`src/rtl/fpall_issue_ctrl_pkg.sv`:
```
// Shared types for the FPALL issue controller and its FPU-facing payload.
//   fp_fmt_e  : operand format (FP16 = bf16x2 packed lanes)
//   fp_op_e   : FPU operation
//   fpu_req_t : registered operand bundle presented to the shared FPU
package fpall_issue_ctrl_pkg;

  typedef enum logic [1:0] {
    FP32    = 2'd0,
    FP16    = 2'd1,
    FP16ALT = 2'd2,
    FP8     = 2'd3
  } fp_fmt_e;

  typedef enum logic [1:0] {
    OP_ADD    = 2'd0,
    OP_SUB    = 2'd1,
    OP_MUL    = 2'd2,
    OP_MINMAX = 2'd3
  } fp_op_e;

  typedef struct packed {
    fp_fmt_e     fmt;
    fp_op_e      op;
    logic [31:0] x;
    logic [31:0] y;
  } fpu_req_t;

endpackage

```
`src/rtl/fpall_issue_ctrl.sv`:
```
// Issue/retire controller for the shared FPU: registers each accepted request
// onto the FPU inputs, follows it through the FPU's fixed latency with a tag
// token, and captures the result into an in-order response FIFO.
// Ports:
//   clk, rst                      clock, synchronous active-high reset
//   req_valid/req_ready           request handshake; req_fmt/op/x/y/tag payload
//   fpu_fmt/opcode/x/y            registered FPU operands (held between issues)
//   fpu_r                         FPU result, valid LAT edges after operands
//   rsp_valid/rsp_ready           response handshake; rsp_r/rsp_tag head entry
//   inflight                      ops issued but not yet captured
// LAT must be >= 1; DEPTH >= 1.
module fpall_issue_ctrl
  import fpall_issue_ctrl_pkg::*;
#(
  parameter int unsigned LAT       = 2,
  parameter int unsigned DEPTH     = 4,
  parameter int unsigned TAG_W     = 4,
  parameter bit          PIPELINED = 1'b1
) (
  input  logic                       clk,
  input  logic                       rst,
  input  logic                       req_valid,
  output logic                       req_ready,
  input  fp_fmt_e                    req_fmt,
  input  fp_op_e                     req_op,
  input  logic [31:0]                req_x,
  input  logic [31:0]                req_y,
  input  logic [TAG_W-1:0]           req_tag,
  output fp_fmt_e                    fpu_fmt,
  output fp_op_e                     fpu_opcode,
  output logic [31:0]                fpu_x,
  output logic [31:0]                fpu_y,
  input  logic [31:0]                fpu_r,
  output logic                       rsp_valid,
  input  logic                       rsp_ready,
  output logic [31:0]                rsp_r,
  output logic [TAG_W-1:0]           rsp_tag,
  output logic [$clog2(DEPTH+1)-1:0] inflight
);

  localparam int unsigned CNT_W  = $clog2(DEPTH + 1);
  localparam int unsigned SUM_W  = CNT_W + 1;
  localparam int unsigned PTR_W  = (DEPTH > 1) ? $clog2(DEPTH) : 1;
  localparam int unsigned STAGES = LAT + 1;
  localparam int unsigned DATA_W = 32;

  fpu_req_t                      fpu_q, fpu_d;
  logic [STAGES-1:0]             tok_v_q, tok_v_d;
  logic [STAGES-1:0][TAG_W-1:0]  tok_tag_q, tok_tag_d;
  logic [DATA_W-1:0]             mem_r   [DEPTH];
  logic [TAG_W-1:0]              mem_tag [DEPTH];
  logic [PTR_W-1:0]              wr_ptr_q, wr_ptr_d, rd_ptr_q, rd_ptr_d;
  logic [CNT_W-1:0]              count_q, count_d, inflight_q, inflight_d;
  logic                          rsp_valid_q, rsp_valid_d;
  logic [DATA_W-1:0]             rsp_r_q, rsp_r_d;
  logic [TAG_W-1:0]              rsp_tag_q, rsp_tag_d;
  logic                          credit_q, credit_d;
  logic                          accept, capture, pop;

  function automatic logic [PTR_W-1:0] ptr_inc(input logic [PTR_W-1:0] p);
    return (p == PTR_W'(DEPTH - 1)) ? '0 : p + PTR_W'(1);
  endfunction

  // Handshakes; the token leaving the last stage marks fpu_r as this op's result.
  assign accept    = req_valid & req_ready;
  assign capture   = tok_v_q[STAGES-1];
  assign pop       = rsp_valid_q & rsp_ready;
  assign req_ready = ~rst & credit_q;

  always_comb begin
    fpu_d       = fpu_q;
    tok_v_d     = {tok_v_q[STAGES-2:0], accept};
    tok_tag_d   = {tok_tag_q[STAGES-2:0], req_tag};
    wr_ptr_d    = wr_ptr_q;
    rd_ptr_d    = rd_ptr_q;
    count_d     = count_q + CNT_W'(capture) - CNT_W'(pop);
    inflight_d  = inflight_q + CNT_W'(accept) - CNT_W'(capture);
    rsp_valid_d = 1'b0;
    rsp_r_d     = mem_r[rd_ptr_q];
    rsp_tag_d   = mem_tag[rd_ptr_q];
    credit_d    = 1'b0;

    if (accept) begin
      fpu_d = '{fmt: req_fmt, op: req_op, x: req_x, y: req_y};
    end
    if (capture) begin
      wr_ptr_d = ptr_inc(wr_ptr_q);
    end
    if (pop) begin
      rd_ptr_d = ptr_inc(rd_ptr_q);
    end

    // Registered head: take the entry being written this edge if it lands on the new head.
    rsp_valid_d = (count_d != '0);
    if (capture && (wr_ptr_q == rd_ptr_d)) begin
      rsp_r_d   = fpu_r;
      rsp_tag_d = tok_tag_q[STAGES-1];
    end else begin
      rsp_r_d   = mem_r[rd_ptr_d];
      rsp_tag_d = mem_tag[rd_ptr_d];
    end

    // Queued plus in-flight never exceeds DEPTH, so every capture finds a free slot.
    credit_d = (({1'b0, count_d} + {1'b0, inflight_d}) < SUM_W'(DEPTH)) &&
               (PIPELINED || (inflight_d == '0));
  end

  always_ff @(posedge clk) begin
    if (rst) begin
      fpu_q       <= '{fmt: FP16, op: OP_ADD, x: '0, y: '0};
      tok_v_q     <= '0;
      tok_tag_q   <= '0;
      wr_ptr_q    <= '0;
      rd_ptr_q    <= '0;
      count_q     <= '0;
      inflight_q  <= '0;
      rsp_valid_q <= 1'b0;
      rsp_r_q     <= '0;
      rsp_tag_q   <= '0;
      credit_q    <= 1'b1;
    end else begin
      fpu_q       <= fpu_d;
      tok_v_q     <= tok_v_d;
      tok_tag_q   <= tok_tag_d;
      wr_ptr_q    <= wr_ptr_d;
      rd_ptr_q    <= rd_ptr_d;
      count_q     <= count_d;
      inflight_q  <= inflight_d;
      rsp_valid_q <= rsp_valid_d;
      rsp_r_q     <= rsp_r_d;
      rsp_tag_q   <= rsp_tag_d;
      credit_q    <= credit_d;
    end
  end

  // Result storage; contents are meaningless unless covered by count_q.
  always_ff @(posedge clk) begin
    if (!rst && capture) begin
      mem_r[wr_ptr_q]   <= fpu_r;
      mem_tag[wr_ptr_q] <= tok_tag_q[STAGES-1];
    end
  end

  assign fpu_fmt    = fpu_q.fmt;
  assign fpu_opcode = fpu_q.op;
  assign fpu_x      = fpu_q.x;
  assign fpu_y      = fpu_q.y;
  assign rsp_valid  = rsp_valid_q;
  assign rsp_r      = rsp_r_q;
  assign rsp_tag    = rsp_tag_q;
  assign inflight   = inflight_q;

endmodule

```
`config.mk`:
```
export PLATFORM = sky130hd
export DESIGN_NAME = fpall_issue_ctrl
export DESIGN_NICKNAME = d
export VERILOG_FILES = /design/src/rtl/fpall_issue_ctrl_pkg.sv /design/src/rtl/fpall_issue_ctrl.sv
export SDC_FILE = /design/constraint.sdc
export NUM_CORES = 1
export LEC_CHECK = 0
export CAP_MARGIN = 20
export CORE_ASPECT_RATIO = 2
export CORE_UTILIZATION = 55
export DETAILED_ROUTE_END_ITERATION = 10
export GPL_ROUTABILITY_DRIVEN = 0
export MAX_ROUTING_LAYER = met4
export PLACE_DENSITY = 0.83
export SLEW_MARGIN = 25
export SYNTH_ARGS = -nofsm -noshare
export SYNTH_HDL_FRONTEND = slang
export SYNTH_SLANG_ARGS = --single-unit
export TNS_END_PERCENT = 20
```
`constraint.sdc`:
```
create_clock -name clk -period 7.35 [get_ports clk]
set_clock_uncertainty 0.2 [all_clocks]
set_input_delay 2.205 -clock clk [delete_from_list [all_inputs] [get_ports clk]]
set_output_delay 2.205 -clock clk [all_outputs]
set_load 0.005 [all_outputs]
```
==> impl_metrics.json, run 1 <==
{
  "status": "completed",
  "num_io_pins": 217,
  "ys_top_cells_by_area": "edfxtp_1 (42%), dfxtp_1 (25%), nand2_1 (6.5%)",
  "p_per_area_nw_per_um2": 287,
  "hpwlAfterDp_um": 13900,
  "area_growth_pct": 29.3,
  "async_flop_share_pct": 0,
  "critPathKind": "input port to primary output",
  "hold_viol": 0,
  "cellInternalPower_mw": 2.90,
  "grt-ovfl-total": 0,
  "clkPwrFrac_pct": 33.4,
  "synth_top_area_cell": "edfxtp_1",
  "maxSlewViolCount": 0,
  "vdd.ir_drop.worst_mv": 0.225,
  "dp_cells": 1251,
  "setup_violations": 0,
  "antenna_found_initial": 0,
  "clockBufferDepth": 3,
  "tightestPinTransition_ps": 1010,
  "post_cts_buffers": 0,
  "place_worst_setup_slack_ps": 1560,
  "synth_cell_types": 34,
  "drt-total-wl_um": 22600,
  "leakagePower_nw": 4.70,
  "dieArea_um2": 19300,
  "cp-start-kind": "input port",
  "cts_buffers": 23,
  "critical_path.n_buffers_inverters": 2,
  "crit_path_max_incr_delay_ps": 560,
  "numClockSinks": 275,
  "crit_path_max_fanout": 44,
  "die_h_um": 196,
  "port_buffers": 216,
  "cts-root-buf": "clkbuf_16",
  "cp_slowest_cell": "clkdlybuf4s50_1",
  "rows": 70,
  "viasPerCell": 5.56,
  "hold_buffers": 0,
  "synth_top_area_share_pct": 42.0,
  "min_period_over_period_pct": 77.1,
  "synthMostInstantiatedCell": "nand2_1",
  "drtPass1Iterations": 5,
  "postLayoutSetupSlackWorst_ps": 1680,
  "maxCapViolations": 0,
  "grt_max_degree": 121,
  "multi_input_area_um2": 3040,
  "grtUsageTotal_pct": 24.3,
  "worstPathRequired_ps": 4950,
  "ys.flop_type": "edfxtp_1",
  "seqCellArea_um2": 6950,
  "grt_pass1_vias": 7448,
  "critPathTopFamily": "buffers and inverters",
  "power.share.sequential_pct": 47.1,
  "worstPathCellList": "buf_4 -> nor2b_1 -> clkdlybuf4s50_1",
  "finalSetupTns_ps": 0,
  "drc": 0,
  "syn_avg_cell_area_um2": 11.8,
  "power_frac_comb_pct": 19.5,
  "hp-class": "flip-flop to flip-flop",
  "clk_latency_ps": 500,
  "first_iter_violations": 414,
  "die_w_um": 98.8,
  "clkTransAtPathRegs_ps": 70,
  "synth_commonest_cells": "nand2_1 (177), edfxtp_1 (144), dfxtp_1 (131)",
  "power_switching_mw": 0.922,
  "synth-seq-area-share_pct": 67.4,
  "htreeDepth": 1,
  "initial_core_util_pct": 56.3,
  "drive_gt1_share_pct": 4.92,
  "p_sw_share_pct": 24.2,
  "synth_cells": 876,
  "min_period_ps": 5670,
  "wl_per_cell_um": 17.5,
  "hold_ws_ps": 239,
  "fin_cells": 1293,
  "yosysWarnings": 0,
  "dr_total_vias": 7183,
  "cts.repair.resized": 0,
  "nNetsFinal": 1182,
  "synth_edf_count": 144,
  "fillers": 1234,
  "relSlewSlack_pct": 32.7,
  "ys_ff_latch": 275,
  "antenna_cells": 0,
  "syn_area_um2": 10300,
  "cp.arrival_ps": 3260,
  "cts_tree": "yes",
  "rsz0062_at_grt": "false",
  "cp-end-kind": "primary output",
  "coreArea_um2": 18300,
  "drtAntennaViolNets": 0,
  "syn_nets": 997,
  "max_freq_mhz": 176,
  "grt_pass1_wl_um": 36000
}
==> stage by stage <==
step                      cell area (um^2)  power, mW  utilization (%)
after floorplan                      10300       2.19                -
after global placement               12500       2.55             68.3
after detailed placement             12500       2.57             68.3
after CTS                            13300       3.84             72.6
after global routing                 13300       3.97             72.8
final                                13300       3.82             72.8
==> worst register-to-register path: cells and delay by family, from the launching register on <==
kind,cells,cell delay (ps)
AOI/OAI and AO/OA,4,1390
DFF,1,330
and+or+nand+nor,1,580
adders and majority gates,1,310
buffers and inverters,1,510
==> cell families after synthesis <==
| family | synth area share, % |
|---|---|
| muxes | 0.194 |
| DFF | 67.4 |
| AOI/OAI and AO/OA | 11.9 |
| and+or+nand+nor | 15.1 |
| xor gates and xnor gates | 0.340 |
| adders and majority gates | 1.72 |
| buffers and inverters | 3.30 |
==> final timing paths <==
| path | endpoint | cells after the start | slack (ps) | from |
|---|---|---|---|---|
| max reg2reg | rsp_r[7] | 7 | 3870 | rd_ptr_q[0] |
| min | tok_tag_q[11] | 1 | 240 | tok_tag_d[11] |
| min reg2reg | tok_tag_q[11] | 1 | 240 | tok_tag_d[11] |
| max | req_ready | 3 | 1680 | rst |
==> power by group through the flow <==
stage	clock, mW	sequential [mW]	combinational, mW
CTS	1.30	1.80	0.744
detailed placement	0	1.83	0.738
global route	1.35	1.81	0.812
global placement	0	1.83	0.725
floorplan	0	1.83	0.362
finish	1.28	1.80	0.744
==> registers in the layout, indices dropped and copies added (netlist names) <==
name and flops:
count_q 3, credit_q 1, fpu_fmt 2, fpu_opcode 2, fpu_x 32, fpu_y 32
inflight 3, mem_r 128, mem_tag 16, rd_ptr_q 2, rsp_r 32, rsp_tag 4
rsp_valid 1, tok_tag_d 8, tok_tag_q 4, tok_v_q 3, wr_ptr_q 2
==> metal layers <==
metal | wire, um | track usage (%) | vias to the layer above
met5 | 0 | - | -
met4 | 461 | 9.29 | 0
met3 | 1580 | 4.72 | 40
met2 | 12000 | 42.8 | 277
met1 | 8620 | 26.8 | 3420
li1 | - | - | 3446
==> cells in the final DEF, fill, tap and decap left out, types with 7 or more instances in the layout <==
cell type and instances:
clkdlybuf4s50_1 215, nand2_1 177, edfxtp_1 144, dfxtp_1 131, o21ai_0 68, nand2b_1 67
and3_1 38, a211oi_1 36, a311o_1 36, a21oi_1 35, clkbuf_16 23, nor2b_1 18
inv_1 12, ha_1 11, nor2_1 9, buf_4 7
==> layout make-up <==
type / instances / area share [%]
Sequential cell: 275 / 52.1
Multi-Input combinational cell: 526 / 22.8
Timing Repair Buffer: 223 / 16.8
Clock buffer: 27 / 4.43
Tap cell: 216 / 2.03
Clock inverter: 14 / 1.50
Inverter: 12 / 0.338
Note: power is estimated with default switching activity, not from simulation.
==> run 2: changes to the inputs <==
--- a/config.mk
+++ b/config.mk
@@ -7,11 +7,11 @@
 export LEC_CHECK = 0
 export CAP_MARGIN = 20
 export CORE_ASPECT_RATIO = 2
-export CORE_UTILIZATION = 55
+export CORE_UTILIZATION = 46
 export DETAILED_ROUTE_END_ITERATION = 10
 export GPL_ROUTABILITY_DRIVEN = 0
 export MAX_ROUTING_LAYER = met4
-export PLACE_DENSITY = 0.83
+export PLACE_DENSITY = 0.74
 export SLEW_MARGIN = 25
 export SYNTH_ARGS = -nofsm -noshare
 export SYNTH_HDL_FRONTEND = slang
==> constraint.sdc (replaced) <==
create_clock -name clk -period 4.55 [get_ports clk]
set_clock_uncertainty 0.2 [all_clocks]
set_input_delay 1.365 -clock clk [delete_from_list [all_inputs] [get_ports clk]]
set_output_delay 1.365 -clock clk [all_outputs]
set_load 0.005 [all_outputs]
==> run 2 against run 1 <==
Effect of this change:
- power rose by 64%
- sequential share of layout area fell by 0.94 points
- clock-buffer cell count rose by 8
- die area rose by 19%
- sequential power rose by 61%
- cell area rose by 1.8%
==> impl_metrics.json, run 2 (synthesis gave the netlist of run 1 again) <==
{
  "grt-ovfl-total": 0,
  "nNetsFinal": 1198,
  "layout_common_cells": "clkdlybuf4s50_1 (215), nand2_1 (177), edfxtp_1 (144)",
  "clk_latency_ps": 510,
  "largest_reg_flops": 128,
  "die_h_um": 214,
  "viasPerCell": 5.20,
  "p_per_area_nw_per_um2": 461,
  "power_frac_comb_pct": 19.6,
  "die_w_um": 108,
  "wl_per_cell_um": 17.2,
  "port_buffers": 216,
  "maxSlewViolCount": 0,
  "dieArea_um2": 23000,
  "clockBufferDepth": 3,
  "dr_total_vias": 7125,
  "cts.repair.resized": 0,
  "crit_path_max_fanout": 7,
  "grt_pass1_vias": 7271,
  "min_period_ps": 3770,
  "max_freq_mhz": 265,
  "drive_gt1_share_pct": 6.67,
  "cts_buffers": 24,
  "clkPwrFrac_pct": 34.1,
  "p_sw_share_pct": 24.1,
  "grt_pass1_wl_um": 36400,
  "leakagePower_nw": 4.82,
  "drc": 0,
  "critPathTopFamily": "adder cells",
  "num_io_pins": 217,
  "maxCapViolations": 0,
  "cp_slowest_cell": "clkdlybuf4s50_1",
  "drt-total-wl_um": 23600,
  "cts_tree": "yes",
  "fin_cells": 1371,
  "utilization_pct": 61.5,
  "cp-start-kind": "input port",
  "hpwlAfterDp_um": 14500,
  "power_switching_mw": 1.51,
  "antenna_cells": 0,
  "final_common_cell": "clkdlybuf4s50_1",
  "antenna_found_initial": 0,
  "critPathKind": "input port to flip-flop",
  "initial_core_util_pct": 46.7,
  "first_iter_violations": 295,
  "vdd.ir_drop.worst_mv": 0.385,
  "numClockSinks": 275,
  "cellInternalPower_mw": 4.75,
  "post_cts_buffers": 0,
  "finalSetupTns_ps": 0,
  "rows": 77,
  "htreeDepth": 1,
  "drtAntennaViolNets": 0,
  "grtUsageTotal_pct": 21.3,
  "power.share.sequential_pct": 46.3,
  "cts-root-buf": "clkbuf_16",
  "area_growth_pct": 31.7,
  "top_register": "mem_r",
  "drtPass1Iterations": 4,
  "tightestPinTransition_ps": 782,
  "setup_violations": 0,
  "cp-end-kind": "flip-flop",
  "min_period_over_period_pct": 82.9,
  "rsz0062_at_grt": "false",
  "critical_path.n_buffers_inverters": 4,
  "hp-class": "flip-flop to flip-flop",
  "dp_cells": 1326,
  "grt_max_degree": 135,
  "cp.arrival_ps": 4030,
  "hold_viol": 0,
  "status": "completed",
  "relSlewSlack_pct": 47.8,
  "worstPathRequired_ps": 4810,
  "clkTransAtPathRegs_ps": 70,
  "crit_path_max_incr_delay_ps": 510,
  "hold_buffers": 0,
  "worstPathCellList": "clkdlybuf4s50_1 -> and2_1 -> ha_1 -> inv_1 -> ha_1 -> inv_1 -> fa_1 -> xor2_1 -> xnor2_1 -> inv_1 -> ha_1 -> nor3_1 -> a21o_1",
  "coreArea_um2": 22100
}
==> run 2: changes by cell type in the layout (fill, tap and decap cells not counted), moves of 2 or more <==
cell / previous run / this run
clkinvlp_2: 2 / 0
clkinv_1: 5 / 1
buf_4: 7 / 19
buf_12: 0 / 2
clkbuf_16: 23 / 25
clkinv_2: 1 / 4
clkbuf_8: 0 / 2
clkbuf_2: 0 / 3
==> run 2: worst paths after layout <==
check / startpoint / endpoint / slack, ps / depth (start not counted)
hold reg to reg: tok_tag_d[5] / tok_tag_d[9] / 250 / 1
setup reg to reg: rsp_valid / credit_q / 1730 / 12
setup / recovery: rsp_ready / credit_q / 780 / 13
hold / removal: tok_tag_d[5] / tok_tag_d[9] / 250 / 1
==> run 2: power groups by stage <==
stage	Clock [mW]	Sequential (mW)	Combinational (mW)
finish	2.13	2.90	1.22
CTS	2.19	2.90	1.24
detailed placement	0	2.95	1.22
global route	2.27	2.92	1.35
floorplan	0	2.96	0.584
global placement	0	2.95	1.20
==> run 2: final cells by class <==
type | count | area, um^2
multi-input combinational | 526 | 3030
inverter | 12 | 45.0
sequential | 275 | 6950
clock buffer | 35 | 687
timing repair buffer | 238 | 2370
tap | 276 | 345
fill | 1732 | 8490
clock inverter | 9 | 144
==> run 2: routing by layer <==
metal	wire length, um	GRT usage, %
met3	1400	3.80
met5	0	-
met4	473	6.75
met1	9000	22.6
met2	12800	39.5
==> run 2: through the flow <==
stage	worst slack, ps	hold slack, ps	cell area, um^2	total power, mW
floorplan	441	214	10300	3.54
global placement	338	228	12700	4.15
detailed placement	277	227	12700	4.18
CTS	790	253	13500	6.33
global route	596	258	13600	6.54
finish	780	246	13600	6.26
